## config.mk

```make
export PLATFORM = sky130hd
export DESIGN_NAME = sequencer_ctrl_flat
export DESIGN_NICKNAME = d
export VERILOG_FILES = /design/src/rtl/sequencer_ctrl_if.sv /design/src/rtl/sequencer_ctrl.sv /design/src/flat_wrapper.sv
export SDC_FILE = /design/constraint.sdc
export NUM_CORES = 1
export LEC_CHECK = 0
export ABC_AREA = 1
export BUFFER_PORTS_ARGS = -buffer_cell sky130_fd_sc_hd__clkbuf_2
export CAP_MARGIN = 15
export CORE_ASPECT_RATIO = 1.5
export CORE_MARGIN = 2
export CORE_UTILIZATION = 40
export DETAILED_ROUTE_END_ITERATION = 8
export PLACE_DENSITY_LB_ADDON = 0.3
export SLEW_MARGIN = 30
export SYNTH_ARGS = -nofsm -noshare
export SYNTH_HDL_FRONTEND = slang
export SYNTH_SLANG_ARGS = --single-unit
```

## constraint.sdc

```tcl
create_clock -name clk -period 3 [get_ports clk]
set_input_delay 0.45 -clock clk [delete_from_list [all_inputs] [get_ports clk]]
set_output_delay 0.45 -clock clk [all_outputs]
set_load 0.01 [all_outputs]
```

## src/rtl/sequencer_ctrl_if.sv

```systemverilog
`default_nettype none
// ============================================================================
//  Module      : sequencer_ctrl_if
//  Description : Bundle of the signals exchanged between the hardwired
//                sequencer and the Phase-1 Datapath.
//                master : the sequencer (reads run/mem_ready/ir, drives the
//                         Datapath controls and the status outputs)
//                slave  : the Datapath / environment side
//  Signals     : run        - level, begin/continue execution from IDLE
//                mem_ready  - memory data valid on MDataIn this cycle
//                ir         - current Datapath IR contents
//                busSelect  - one-hot bus source select
//                enable     - register load enables
//                alu_op     - ALU operation code
//                IncPC      - ALU adds 1 to the bus operand
//                MR_Read    - MDR mux selects MDataIn
//                state      - current sequencer state (debug)
//                halted     - sequencer is in HALT
//                trap       - 00 none, 01 illegal opcode, 10 fetch timeout
//  Revision    : 1.0  initial release
// ============================================================================
interface sequencer_ctrl_if;
   logic        run;
   logic        mem_ready;
   logic [31:0] ir;
   logic [31:0] busSelect;
   logic [31:0] enable;
   logic [4:0]  alu_op;
   logic        IncPC;
   logic        MR_Read;
   logic [3:0]  state;
   logic        halted;
   logic [1:0]  trap;

   modport master (
      input  run, mem_ready, ir,
      output busSelect, enable, alu_op, IncPC, MR_Read, state, halted, trap
   );

   modport slave (
      output run, mem_ready, ir,
      input  busSelect, enable, alu_op, IncPC, MR_Read, state, halted, trap
   );
endinterface
`default_nettype wire

```

## src/rtl/sequencer_ctrl.sv

```systemverilog
`default_nettype none
// ============================================================================
//  Module      : sequencer_ctrl
//  Description : Hardwired control unit sequencing the Phase-1 Datapath
//                through fetch (T0-T2), decode (T3) and execute (T4-T6)
//                for register-register ALU instructions. Handles a
//                memory-ready wait in T1 with timeout, run/halt, and
//                illegal-opcode trapping. Moore outputs decoded from the
//                current state and the IR contents.
//  Ports       : clk - system clock, rising edge
//                clr - asynchronous active-low reset
//                bus - sequencer_ctrl_if.master (run, mem_ready, ir in;
//                      busSelect, enable, alu_op, IncPC, MR_Read, state,
//                      halted, trap out)
//  Revision    : 1.0  initial release
// ============================================================================
module sequencer_ctrl #(
   parameter int MAX_WAIT         = 15,
   parameter bit RESET_STATE_IDLE = 1'b1
) (
   input  logic              clk,
   input  logic              clr,
   sequencer_ctrl_if.master  bus
);

   localparam logic [3:0] S_IDLE = 4'd0;
   localparam logic [3:0] S_T0   = 4'd1;
   localparam logic [3:0] S_T1   = 4'd2;
   localparam logic [3:0] S_T2   = 4'd3;
   localparam logic [3:0] S_T3   = 4'd4;
   localparam logic [3:0] S_T4   = 4'd5;
   localparam logic [3:0] S_T5   = 4'd6;
   localparam logic [3:0] S_T6   = 4'd7;
   localparam logic [3:0] S_HALT = 4'd8;

   localparam logic [3:0] RESET_STATE = RESET_STATE_IDLE ? S_IDLE : S_T0;
   // Last counter value before the timeout fires: the MAX_WAIT-th low cycle.
   localparam logic [3:0] WAIT_LAST   = 4'(MAX_WAIT - 1);

   localparam logic [4:0] OP_ADD  = 5'b00011;
   localparam logic [4:0] OP_MUL  = 5'b01111;
   localparam logic [4:0] OP_DIV  = 5'b10000;
   localparam logic [4:0] OP_NEG  = 5'b10001;
   localparam logic [4:0] OP_NOT  = 5'b10010;
   localparam logic [4:0] OP_NOP  = 5'b11010;
   localparam logic [4:0] OP_HALT = 5'b11011;

   localparam logic [1:0] TRAP_ILLEGAL = 2'b01;
   localparam logic [1:0] TRAP_TIMEOUT = 2'b10;

   logic [3:0]  cur_state, next_state;
   logic [3:0]  wait_cnt, next_cnt;
   logic [1:0]  trap_q, next_trap;

   logic [4:0]  opcode;
   logic [3:0]  ra, rb, rc;
   logic        is_binary, is_muldiv, is_unary, is_nop, is_halt;

   logic [31:0] bus_sel;
   logic [31:0] load_en;
   logic [4:0]  op;
   logic        inc_pc, mr_read;

   assign opcode = bus.ir[31:27];
   assign ra     = bus.ir[26:23];
   assign rb     = bus.ir[22:19];
   assign rc     = bus.ir[18:15];

   // add..rol occupy the contiguous range 00011-01011
   assign is_binary = (opcode >= OP_ADD) && (opcode <= 5'b01011);
   assign is_muldiv = (opcode == OP_MUL) || (opcode == OP_DIV);
   assign is_unary  = (opcode == OP_NEG) || (opcode == OP_NOT);
   assign is_nop    = (opcode == OP_NOP);
   assign is_halt   = (opcode == OP_HALT);

   // ---------------------------------------------------------------------
   // Next-state, wait counter and trap logic
   // ---------------------------------------------------------------------
   always_comb begin
      next_state = cur_state;
      next_cnt   = wait_cnt;
      next_trap  = trap_q;
      case (cur_state)
         S_IDLE: if (bus.run) next_state = S_T0;
         S_T0:   next_state = S_T1;
         S_T1: begin
            if (bus.mem_ready) begin
               next_state = S_T2;
               next_cnt   = '0;
            end else if (wait_cnt == WAIT_LAST) begin
               next_state = S_HALT;
               next_trap  = TRAP_TIMEOUT;
               next_cnt   = '0;
            end else begin
               next_cnt = wait_cnt + 4'd1;
            end
         end
         S_T2:   next_state = S_T3;
         S_T3: begin
            if (is_binary || is_muldiv) begin
               next_state = S_T4;
            end else if (is_unary) begin
               next_state = S_T5;
            end else if (is_nop) begin
               next_state = bus.run ? S_T0 : S_IDLE;
            end else if (is_halt) begin
               next_state = S_HALT;
            end else begin
               next_state = S_HALT;
               next_trap  = TRAP_ILLEGAL;
            end
         end
         S_T4:   next_state = S_T5;
         S_T5: begin
            if (is_muldiv) next_state = S_T6;
            else           next_state = bus.run ? S_T0 : S_IDLE;
         end
         S_T6:   next_state = bus.run ? S_T0 : S_IDLE;
         S_HALT: next_state = S_HALT;
         default: next_state = S_IDLE;
      endcase
   end

   always_ff @(posedge clk or negedge clr) begin
      if (!clr) begin
         cur_state <= RESET_STATE;
         wait_cnt  <= '0;
         trap_q    <= '0;
      end else begin
         cur_state <= next_state;
         wait_cnt  <= next_cnt;
         trap_q    <= next_trap;
      end
   end

   // ---------------------------------------------------------------------
   // Moore output decode
   // ---------------------------------------------------------------------
   always_comb begin
      bus_sel = '0;
      load_en = '0;
      op      = '0;
      inc_pc  = 1'b0;
      mr_read = 1'b0;
      case (cur_state)
         S_T0: begin            // MAR <- PC, Z <- PC + 1
            bus_sel[20] = 1'b1;
            load_en[22] = 1'b1;
            load_en[18] = 1'b1;
            inc_pc      = 1'b1;
            op          = OP_ADD;
         end
         S_T1: begin            // PC <- ZLOW, MDR <- MDataIn (repeat while waiting)
            bus_sel[18] = 1'b1;
            load_en[20] = 1'b1;
            load_en[21] = 1'b1;
            mr_read     = 1'b1;
         end
         S_T2: begin            // IR <- MDR
            bus_sel[21] = 1'b1;
            load_en[23] = 1'b1;
         end
         S_T3: begin
            if (is_binary || is_muldiv) begin
               bus_sel     = 32'd1 << rb;
               load_en[19] = 1'b1;
            end else if (is_unary) begin
               bus_sel     = 32'd1 << rb;
               load_en[18] = 1'b1;
               op          = opcode;
            end
         end
         S_T4: begin            // Z <- Y op Rc
            bus_sel     = 32'd1 << rc;
            load_en[18] = 1'b1;
            op          = opcode;
         end
         S_T5: begin
            bus_sel[18] = 1'b1;
            if (is_muldiv) load_en[17] = 1'b1;
            else           load_en     = 32'd1 << ra;
         end
         S_T6: begin            // HI <- ZHIGH
            bus_sel[19] = 1'b1;
            load_en[16] = 1'b1;
         end
         default: ;
      endcase
   end

   // Gating by clr keeps the Datapath quiet while reset is held even when
   // the reset state is T0.
   assign bus.busSelect = clr ? bus_sel : '0;
   assign bus.enable    = clr ? load_en : '0;
   assign bus.alu_op    = clr ? op      : '0;
   assign bus.IncPC     = clr & inc_pc;
   assign bus.MR_Read   = clr & mr_read;
   assign bus.state     = cur_state;
   assign bus.halted    = (cur_state == S_HALT);
   assign bus.trap      = trap_q;

endmodule
`default_nettype wire

```

## src/flat_wrapper.sv

```systemverilog
// flat-port wrapper written by rule: the top's interface ports become plain ports
module sequencer_ctrl_flat 
#(
   parameter int MAX_WAIT         = 15,
   parameter bit RESET_STATE_IDLE = 1'b1
)
  (clk, clr, bus_run, bus_mem_ready, bus_ir, bus_busSelect, bus_enable, bus_alu_op, bus_IncPC, bus_MR_Read, bus_state, bus_halted, bus_trap);
  sequencer_ctrl_if bus_i ();
  input  logic clk;
  input  logic clr;
  input wire logic [$bits(bus_i.run)-1:0] bus_run;
  input wire logic [$bits(bus_i.mem_ready)-1:0] bus_mem_ready;
  input wire logic [$bits(bus_i.ir)-1:0] bus_ir;
  output wire logic [$bits(bus_i.busSelect)-1:0] bus_busSelect;
  output wire logic [$bits(bus_i.enable)-1:0] bus_enable;
  output wire logic [$bits(bus_i.alu_op)-1:0] bus_alu_op;
  output wire logic [$bits(bus_i.IncPC)-1:0] bus_IncPC;
  output wire logic [$bits(bus_i.MR_Read)-1:0] bus_MR_Read;
  output wire logic [$bits(bus_i.state)-1:0] bus_state;
  output wire logic [$bits(bus_i.halted)-1:0] bus_halted;
  output wire logic [$bits(bus_i.trap)-1:0] bus_trap;
  assign bus_i.run = bus_run;
  assign bus_i.mem_ready = bus_mem_ready;
  assign bus_i.ir = bus_ir;
  assign bus_busSelect = bus_i.busSelect;
  assign bus_enable = bus_i.enable;
  assign bus_alu_op = bus_i.alu_op;
  assign bus_IncPC = bus_i.IncPC;
  assign bus_MR_Read = bus_i.MR_Read;
  assign bus_state = bus_i.state;
  assign bus_halted = bus_i.halted;
  assign bus_trap = bus_i.trap;
  sequencer_ctrl #(.MAX_WAIT(MAX_WAIT), .RESET_STATE_IDLE(RESET_STATE_IDLE)) u_core (.clk(clk), .clr(clr), .bus(bus_i));
endmodule
```

# --- After elaboration in Yosys (flattened, before gate mapping) ---
# Index checks and enable logic that the tools add are counted.
totals:
  ff_bits: 10
  latchBits: 0
  ramBits: 0
  mem_bits_ro: 0
  inputBits: 36
  out_inout_bits: 78
  word_cells: 93
  n_memories: 0
op_classes:
  add_sub_neg: 1
  mul: 0
  div_mod_pow: 0
  n_lt_le_gt_ge: 2
  n_eq_ne: 23
  n_shift: 3
  mux: 49
  bitwise_logic: 2
  reduce_logical: 10
op_table:
  columns: ["cell", "count"]
  rows:
  - ["2-to-1 mux 32 bit", 4]
  - ["<< shifter 1 x 4 -> 32 bit (first input constant)", 3]
  - ["2-to-1 mux 4 bit", 9]
  - ["case mux 18 bit (2 select lines)", 1]
  - ["case mux 4 bit (9 select lines)", 1]
  - ["equality test 5 bit (second input constant)", 5]
  - ["case mux 10 bit (2 select lines)", 1]
  - ["2-to-1 mux 17 bit", 1]
  - ["equality test 4 x 3 -> 1 bit (second input constant)", 4]
  - ["2-to-1 mux 16 bit", 1]
  - ["2-to-1 mux 5 bit", 3]
  - ["case mux 1 bit (3 select lines)", 5]
  - ["case mux 5 bit (3 select lines)", 1]
  - ["2-to-1 mux 14 bit", 1]
  - ["2-to-1 mux 2 bit", 6]
  - ["!= test 2 bit (second input constant)", 6]
  - ["equality test 4 x 2 -> 1 bit (second input constant)", 2]
  - ["equality test 4 bit (second input constant)", 2]
  - ["2-to-1 mux 1 bit", 8]
  - ["2-to-1 mux 8 bit", 1]
  - ["case mux 1 bit (2 select lines)", 4]
  - ["case mux 2 bit (2 select lines)", 2]
  - ["AND reduction 7 bit", 1]
  - ["equality test 5 x 4 -> 1 bit (second input constant)", 1]
  - ["other kinds (13)", 17]

# --- Depth between registers and ports, before layout ---
# Gate-level depths: netlist (run 1).
logic_depth:
  ltp_word: 6
  ltp_mapped: 10
  ltp_nobuf: 10

# --- Least setup slack after synthesis (run 1) ---
# No wires, ideal clock.
synth_timing:
  path_kind: "reg2out"
  start: "register u_core.cur_state[3] (netlist: u_core.bus.state[3])"
  end: "output bus_busSelect[0]"
  t_arrival_ps: 1345
  required_time_ps: 2550
  setup_slack_ps: 1205
  path_stages_with_launch: 7
  n_path_buf: 1
  cell_sequence: "dfrtp_1 inv_2 nand2_2 nor2_4 buf_2 nand3_1 a21oi_1"
synth_via:
  elab_chain_cells: 3
  word_cells_on_any_way: 4
synth_lines:
  columns: ["item", "line_no", "rtl"]
  rows:
  - ["start: declaration", "sequencer_ctrl.sv:51", "logic [3:0] cur_state, next_state;"]
  - ["start signal: assignment", "sequencer_ctrl.sv:130", "cur_state <= next_state;"]
  - ["equality test 4 x 3 -> 1 bit", "sequencer_ctrl.sv:145", "case (cur_state)"]
  - ["case mux 18 bit (2 select lines) (*)", "sequencer_ctrl.sv:145", null]
  - ["2-to-1 mux 32 bit (*)", "sequencer_ctrl.sv:193", "assign bus.busSelect = clr ? bus_sel : '0;"]
  - ["end: declaration", "flat_wrapper.sv:14", "output wire logic [$bits(bus_i.busSelect)-1:0] bus_busSelect;"]
# Every way passes the cells marked *; elsewhere a longest branch is shown, timed or not.

# --- Final worst setup path (run 1) ---
layout_timing:
  start: "register u_core.cur_state[3] (netlist: u_core.bus.state[3])"
  end: "output bus_enable[18]"
layout_via:
  elab_chain_cells: 4
  word_cells_on_any_way: 7
layout_lines:
  columns: ["item", "line_no", "rtl"]
  rows:
  - ["equality test 4 x 1 -> 1 bit / equality test 4 x 3 -> 1 bit (equally long branches)", "sequencer_ctrl.sv:145", null]
  - ["OR reduction 2 bit (no source line)", null, null]
  - ["case mux 1 bit (3 select lines) (*)", "sequencer_ctrl.sv:145", null]
  - ["2-to-1 mux 32 bit (*)", "sequencer_ctrl.sv:194", "assign bus.enable = clr ? load_en : '0;"]
  - ["end: declaration", "flat_wrapper.sv:15", "output wire logic [$bits(bus_i.enable)-1:0] bus_enable;"]
# Marks and branches as above.

==> flow_summary_export.csv, run 1 <==
group,metric,value,unit
pwr,p_per_area,459.8,nW/um^2
critical_path,crit_slowest_cell,"nor2_4",
global_routing,gr-usage-all-layers,19.41,%
sta,fin_crit_sh,81.88,%
yosys,synth-seq-cells,10,
clock_tree,path_clk_slew,0.05,ns
critical_path,crit_path_max_incr_delay,0.48,ns
yosys,syn_avg_cell_area,5.937,um^2
detailed_routing,drt-initial-drc-count,74,
sta,max_freq,0.4071,GHz
detailed_routing,antenna_left,0,
clock_tree,cts_buffers,3,
die,initial_core_util,41.26,%
critical_path,cp_cell_sequence,"inv_2, nand2_2, nor2_4, nand2_1, a21oi_1, clkbuf_2",
finish,drive_gt1_share,29.78,%
finish,diodes,0,
die,die_w,57.57,um
sta,layout_min_cycle_time,2.456,ns
global_routing,grt_pass1_wl,7748,um
clock_tree,post-cts-setup-buffer-count,0,
finish,final_cells,412,
global_routing,grt_pass1_vias,1885,
yosys,ys.flop_type,"dfrtp_1",
job,cap_viol_max_count,0,
critical_path,critPathKind,"flip-flop to primary output",
outcome,status,"completed",
critical_path,r2r_setup_slack,1.23,ns
detailed_routing,routed_wl,4703,um
sta,drv_slew,0,
die,row_count,29,
detailed_routing,drc,0,
critical_path,start_kind,"flip-flop",
critical_path,path_max_fanout,25,
die,core_area,4173,um^2
yosys,netlist_area,1722,um^2
yosys,yosysSeqAreaShare,14.53,%
critical_path,required,2.55,ns
sta,maxSlewHeadroom,63.68,%
place,place.gp.congestion,0.8718,
clock_tree,cts_resized,0,
sta,tns,0,ns
critical_path,path_buf_inv,2,
yosys,synth_cell_types,31,
clock_tree,ctsHoldBuffers,0,
sta,final_hold_viol_count,0,
critical_path,path_delay_family,"simple AND/OR/NAND/NOR gates",
sta,max_slew.worst_pin.slew,0.5435,ns
detailed_routing,wire_per_inst,11.42,um
sta,setup_viol,0,
die,fp.dieH,84.35,um
yosys,synth_edf_count,0,
sta,fin_skew,0.001147,ns
die,die_area,4856,um^2
global_routing,grt_max_degree,26,
global_routing,antenna_found_initial,0,
die,ios,114,
detailed_routing,num_vias,2053,
sta,rsz0062_at_grt,"no",
clock_tree,cts_buffer_depth,2,
global_routing,grt_overflow,0,
clock_tree,clk_latency,0.23,ns
critical_path,cp-end-kind,"primary output",
critical_path,r2r-start,"u_core.bus.state[3]",
place,dp_cells,408,
finish,nets,405,
critical_path,rr_worst_depth,8,
hold_path,min_path_type,"input port to async pin",
finish,area_growth,22.97,%
detailed_routing,first_pass_iters,4,
finish,fin_util,50.73,%
critical_path,r2r-end,"u_core.bus.trap[0]",
place,numPortBuffers,78,
critical_path,critical_path_arrival,2.01,ns
yosys,syn_inst,290,
pwr,p_leak,0.001166,uW
clock_tree,cts.sinks,10,
clock_tree,cts_tree,"done",
finish,stdcell_area,2117,um^2
yosys,synthArstFlopShare,100.0,%
yosys,ys_warn_count,0,
finish,mostFrequentLayoutCell,"clkbuf_2",
finish,final_cell_mix,"clkbuf_2, nor2_1, nand2_1",
place,post_dp_cell_area,2062,um^2
detailed_routing,viasPerCell,4.983,
place,hpwl,3883,um
clock_tree,cts_htree_levels,1,
pwr,ir_drop,0.0003632,V
clock_tree,clockRootBuffer,"clkbuf_8",
synthesized netlist by cell type, types with 2 or more instances:
cell	n	share of area (%)
a21oi_1	18	5.2
a21oi_2	2	1.0
buf_2	2	0.58
buf_4	22	9.6
clkbuf_1	2	0.44
dfrtp_1	10	15
ha_1	2	1.5
inv_1	30	6.5
inv_2	4	0.87
nand2_1	49	11
nand2_2	3	1.1
nand2_4	2	1.3
nand3_1	45	13
nand3b_1	2	0.87
nor2_1	56	12
nor2_4	5	3.3
nor2_8	3	3.5
nor3_1	12	3.5
nor4_1	2	0.73
o21ai_0	8	2.3
power breakdown:
part | switching, uW | internal, uW | total [uW]
sequential | 62.6 | 188 | 251
combinational | 377 | 181 | 557
clock | 50.5 | 115 | 166
how the worst max path moves through the flow:
stage / from / end / slack [ns] / cells past startpoint
6_report: u_core.bus.state[3] / bus_enable[18] / 0.54 / 6
5_1_grt: u_core.bus.state[3] / bus_alu_op[1] / 0.38 / 8
4_1_cts: u_core.bus.state[3] / bus_alu_op[1] / 0.56 / 8
3_5_place_dp: u_core.bus.state[3] / bus_alu_op[1] / 0.83 / 8
3_3_place_gp: u_core.bus.state[1] / bus_enable[18] / 0.87 / 6
2_1_floorplan: u_core.bus.state[3] / bus_busSelect[0] / 1.20 / 6
cell type report:
class | instances | area (um^2)
sequential | 10 | 250.2
clock buffer | 4 | 55.05
fill | 475 | 2056
inverter | 36 | 137.6
multi-input combinational | 236 | 1211
timing repair buffer | 80 | 405.4
tap | 46 | 57.56
sequential cells by signal, indices dropped and copies added (netlist names):
signal / flops
u_core.bus.state: 4
u_core.bus.trap: 2
u_core.wait_cnt: 4
metal layers:
metal	global-route usage, %	part of all wire [%]	vias to the layer above
met5	0	0	-
met4	8.457	2.3	0
met3	1.849	6.8	10
met2	34.81	52	94
met1	22.66	39	907
li1	-	-	1042
worst reg2reg max path: stages, from the launching register on:
cell and delay [ns]:
dfrtp_1 0.43, inv_2 0.12, nand2_2 0.13, nor2_4 0.48, nor2_1 0.17, nor2_4 0.16, nand2_2 0.07, nand2_1 0.05
nand2_1 0.05
per-stage QoR:
step           worst slack [ns]  hold WS, ns  total power, uW
2_1_floorplan             1.205       0.1544            667.3
3_3_place_gp             0.8737       0.4074            796.0
3_5_place_dp             0.8255       0.4074            810.9
4_1_cts                  0.5611       0.1589            982.4
5_1_grt                  0.3838       0.1704             1063
6_report                 0.5436       0.1569            973.4
logic make-up (layout without fill, tap and decap cells):
logic type,count (synthesis),count (layout),synth area share [%]
other,1,20,0.2178
xor gates and xnor gates,2,2,1.018
AOI/OAI and AO/OA,28,28,8.576
adders and majority gates,2,2,1.453
buffers and inverters,63,120,19.26
DFF,10,10,14.53
and+or+nand+nor,184,184,54.94
Power figures use the tool's default switching activity.
==> run 2: changes to the inputs <==
--- a/config.mk
+++ b/config.mk
@@ -10,7 +10,7 @@
 export CAP_MARGIN = 15
 export CORE_ASPECT_RATIO = 1.5
 export CORE_MARGIN = 2
-export CORE_UTILIZATION = 40
+export CORE_UTILIZATION = 39
 export DETAILED_ROUTE_END_ITERATION = 8
 export PLACE_DENSITY_LB_ADDON = 0.3
 export SLEW_MARGIN = 30
==> constraint.sdc (replaced) <==
create_clock -name clk -period 2.2 [get_ports clk]
set_input_delay 0.33 -clock clk [delete_from_list [all_inputs] [get_ports clk]]
set_output_delay 0.33 -clock clk [all_outputs]
set_load 0.01 [all_outputs]
==> flow_summary_export.csv, run 2 (same netlist as run 1, synthesis figures left out) <==
group,metric,value,unit
clock_tree,cts_buffers,3,
critical_path,path_max_fanout,5,
detailed_routing,wire_per_inst,11.44,um
critical_path,required,1.87,ns
finish,drive_gt1_share,30.25,%
sta,rsz0062_at_grt,"no",
pwr,p_leak,0.001171,uW
critical_path,worstSetupStartpoint,"u_core.bus.state[2]",
finish,fin_util,50.22,%
die,ios,114,
finish,stdcell_area,2132,um^2
sta,tns,0,ns
die,fp.dieH,85.38,um
detailed_routing,routed_wl,4723,um
die,die_area,4973,um^2
sta,setup_viol,0,
job,cap_viol_max_count,0,
die,core_area,4245,um^2
critical_path,cp_cell_sequence,"nor2_1, nand2_1, nor2_1, inv_1, o21ai_0, nand2_1, inv_1, clkbuf_2",
detailed_routing,first_pass_iters,4,
finish,multi_input_area,1211,um^2
sta,max_freq,0.4869,GHz
clock_tree,cts.sinks,10,
place,post_dp_cell_area,2090,um^2
critical_path,cp.depth,8,
clock_tree,ctsHoldBuffers,0,
global_routing,top_usage_layer,"met2",
finish,nets,407,
sta,final_hold_viol_count,0,
clock_tree,cts_tree,"done",
die,die_w,58.25,um
critical_path,start_kind,"flip-flop",
hold_path,min_path_type,"input port to async pin",
global_routing,grt_use_met1,22.04,%
clock_tree,cts_htree_levels,1,
die,initial_core_util,40.55,%
detailed_routing,antenna_left,0,
place,dp_cells,410,
critical_path,critPathKind,"flip-flop to primary output",
global_routing,grt_pass1_wl,7838,um
finish,seq_area,251.5,um^2
sta,holdWs,0.03773,ns
sta,fin_skew,0.003919,ns
pwr,ir_drop,0.0004670,V
global_routing,gr-usage-all-layers,19.30,%
critical_path,cp-end-kind,"primary output",
critical_path,critical_path_arrival,1.72,ns
critical_path,r2r-start,"u_core.bus.state[1]",
finish,final_cells,413,
clock_tree,cts_buffer_depth,2,
critical_path,crit_slowest_cell,"dfrtp_1",
sta,drv_slew,0,
global_routing,grt_overflow,0,
critical_path,rr_worst_depth,8,
place,numPortBuffers,78,
critical_path,crit_path_max_incr_delay,0.45,ns
finish,fill_cells,475,
clock_tree,path_clk_slew,0.05,ns
detailed_routing,drc,0,
place,hpwl,3907,um
global_routing,met3_usage,2.439,%
global_routing,grt_util_met2,35.74,%
place,place.gp.congestion,0.8849,
global_routing,grt_max_degree,26,
outcome,status,"completed",
sta,layout_min_cycle_time,2.054,ns
global_routing,antenna_found_initial,0,
global_routing,grt_pass1_vias,1835,
finish,diodes,0,
clock_tree,clockRootBuffer,"clkbuf_8",
finish,mostFrequentLayoutCell,"clkbuf_2",
sta,fin_crit_sh,93.36,%
detailed_routing,num_vias,2032,
pwr,p_per_area,612.2,nW/um^2
clock_tree,clk_latency,0.23,ns
detailed_routing,drt-initial-drc-count,100,
finish,area_growth,23.84,%
critical_path,path_delay_family,"simple AND/OR/NAND/NOR gates",
detailed_routing,viasPerCell,4.920,
critical_path,path_buf_inv,3,
die,row_count,29,
finish,final_cell_mix,"clkbuf_2, nor2_1, nand2_1",
run 2: layout make-up:
class                           instances  share of cell area [%]
Timing Repair Buffer                   82                   20.31
Inverter                               36                   6.455
Multi-Input combinational cell        236                   56.81
Clock buffer                            3                   1.937
Sequential cell                        10                   11.80
Tap cell                               46                   2.700
run 2: stage by stage:
stage / setup slack [ns] / power (uW)
2_1_floorplan: 0.5245 / 910.0
3_5_place_dp: 0.4008 / 1122
3_3_place_gp: 0.4129 / 1104
6_report: 0.1461 / 1305
4_1_cts: 0.1474 / 1316
5_1_grt: 0.02506 / 1432
run 2: power by group:
part           internal [uW]  total (uW)  switching, uW
Combinational            260         773            513
Sequential               257         347           89.9
Clock                    119         185           65.7
run 2: path summary, 6_finish.rpt:
kind                                        to  slack [ns]
setup / recovery                 bus_alu_op[1]        0.15
max in group asynchronous  u_core.bus.state[3]        2.00
hold reg to reg             u_core.bus.trap[0]        0.47
hold / removal             u_core.bus.state[3]        0.04
min in group clk           u_core.bus.state[3]        0.45
setup reg to reg           u_core.bus.state[3]        0.68
run 2: repair_timing:
item,4_1_cts,5_1_grt
buffers inserted,0,0
resized for setup,0,1
setup endpoints to repair,0,1
run 2: layer usage:
layer	share of wire [%]	wire (um)
met4	1.8	83
met1	39	1821
met5	0	0
met2	53	2492
met3	6.9	326
==> run 3: changes to the inputs <==
--- a/config.mk
+++ b/config.mk
@@ -13,6 +13,7 @@
 export CORE_UTILIZATION = 39
 export DETAILED_ROUTE_END_ITERATION = 8
 export PLACE_DENSITY_LB_ADDON = 0.3
+export SETUP_SLACK_MARGIN = 0.4
 export SLEW_MARGIN = 30
 export SYNTH_ARGS = -nofsm -noshare
 export SYNTH_HDL_FRONTEND = slang
==> flow_summary_export.csv, run 3 (same netlist as run 1, synthesis figures left out) <==
group,metric,value,unit
finish,area_growth,49.78,%
sta,fin_skew,0.005223,ns
finish,drive_gt1_share,45.24,%
detailed_routing,wire_per_inst,12.69,um
die,fp.dieH,85.38,um
critical_path,crit_slowest_cell,"dfrtp_2",
clock_tree,clk_latency,0.23,ns
critical_path,cp_cell_sequence,"inv_4, nor2_4, nand2_4, nor2_8, inv_6, nor2_8, nand2_2, a21oi_2, buf_2",
clock_tree,path_clk_slew,0.05,ns
finish,nets,429,
critical_path,crit_path_max_incr_delay,0.40,ns
sta,max_freq,0.5074,GHz
clock_tree,cts_tree,"done",
detailed_routing,drc,0,
place,dp_cells,410,
clock_tree,cts_buffer_depth,2,
sta,layout_min_cycle_time,1.971,ns
critical_path,path_delay_family,"simple AND/OR/NAND/NOR gates",
detailed_routing,drt-initial-drc-count,126,
critical_path,required,1.87,ns
pwr,p_per_area,648.2,nW/um^2
die,core_area,4245,um^2
global_routing,antenna_found_initial,0,
job,cap_viol_max_count,0,
place,hpwl,3907,um
critical_path,rr_worst_depth,13,
critical_path,cp.depth,9,
detailed_routing,antenna_left,0,
global_routing,grt_overflow,0,
sta,fin_crit_sh,89.58,%
detailed_routing,num_vias,2256,
clock_tree,cts_htree_levels,1,
critical_path,path_buf_inv,3,
critical_path,r2r-start,"u_core.bus.state[2]",
detailed_routing,routed_wl,5520,um
critical_path,cp-end-kind,"primary output",
global_routing,grt_pass1_vias,1978,
place,place.gp.congestion,0.8849,
finish,mostFrequentLayoutCell,"clkbuf_2",
die,die_area,4973,um^2
sta,final_hold_viol_count,0,
finish,final_cells,435,
sta,timing.final.ws_setup,0.2292,ns
finish,fin_util,60.74,%
finish,final_cell_mix,"clkbuf_2, nor2_1, nand3_1",
clock_tree,cts.sinks,10,
detailed_routing,viasPerCell,5.186,
hold_path,min_path_type,"input port to async pin",
die,row_count,29,
die,initial_core_util,40.55,%
critical_path,critPathKind,"flip-flop to primary output",
place,pre_cts_slack,0.4008,ns
die,ios,114,
critical_path,path_max_fanout,8,
clock_tree,clockRootBuffer,"clkbuf_8",
finish,fill_cells,418,
clock_tree,cts_buffers,3,
critical_path,path_common_cell,"nor2_8",
global_routing,gr-usage-all-layers,21.05,%
detailed_routing,first_pass_iters,4,
global_routing,grt_pass1_wl,8473,um
sta,tns,0,ns
finish,diodes,0,
sta,setup_viol,0,
critical_path,start_kind,"flip-flop",
critical_path,critical_path_arrival,1.64,ns
sta,rsz0062_at_grt,"yes",
die,die_w,58.25,um
place,numPortBuffers,78,
pwr,p_leak,0.001356,uW
pwr,ir_drop,0.0005527,V
outcome,status,"completed",
sta,drv_slew,0,
critical_path,worstSetupStartpoint,"u_core.bus.state[0]",
global_routing,grt_max_degree,19,
clock_tree,ctsHoldBuffers,0,
run 3: cell count changes in the layout (fill, tap and decap cells not counted), moves of 5 or more:
cell,previous run,this run
a21oi_1,18,7
a21oi_2,2,13
buf_2,0,23
buf_4,3,18
buf_6,0,5
clkbuf_2,78,53
nand2_1,49,37
nand2_2,3,12
nor2_1,56,46
nor2_2,1,8
run 3: metal layers:
metal / track usage [%] / vias to the layer above / wire length (um)
li1: - / 1094 / -
met1: 22.97 / 1035 / 1996
met2: 38.33 / 111 / 2986
met3: 3.201 / 16 / 374
met4: 10.15 / 0 / 163
met5: 0 / - / 0
run 3: worst reg2reg max path, delay by kind of cell, from the launching register on:
kind / cells / cell delay (ns)
buffers and inverters: 5 / 0.62
and+or+nand+nor: 8 / 0.52
DFF: 1 / 0.46
run 3: path summary, 6_finish.rpt:
path	endpoint	slack (ns)
hold / removal	u_core.bus.state[3]	0.04
setup / recovery	bus_busSelect[10]	0.23
hold reg to reg	u_core.bus.trap[0]	0.47
min in group clk	u_core.bus.trap[0]	0.47
max in group asynchronous	u_core.bus.state[0]	1.97
setup reg to reg	u_core.bus.trap[1]	0.47
run 3: layout make-up:
class,instances,area (um^2),share of cell area [%]
sequential,10,255.2,9.898
tap,46,57.56,2.232
clock buffer,3,41.29,1.601
multi-input combinational,236,1398,54.20
timing repair buffer,104,679.4,26.35
inverter,36,147.6,5.725
run 3: through the flow:
step	hold WS (ns)	area [um^2]	power [uW]
6_report	0.04498	2579	1671
5_1_grt	0.05947	2579	1789
2_1_floorplan	0.03441	1793	910.0
3_3_place_gp	0.2831	2090	1104
3_5_place_dp	0.2870	2090	1122
4_1_cts	0.04801	2381	1510
run 3: repair_timing:
| action | CTS | global route |
|---|---|---|
| gates resized for setup | 35 | 53 |
| endpoints found under the setup margin | 40 | 43 |
| pin swaps | 4 | 23 |
| cloned | 1 | 0 |
| setup buffers | 13 | 8 |
run 3: where the power goes:
| group | total, uW | switching (uW) | internal, uW |
|---|---|---|---|
| clock network | 185 | 66.1 | 119 |
| logic | 1130 | 650 | 478 |
| registers | 357 | 95.7 | 262 |
| total | 1670 | 812 | 859 |
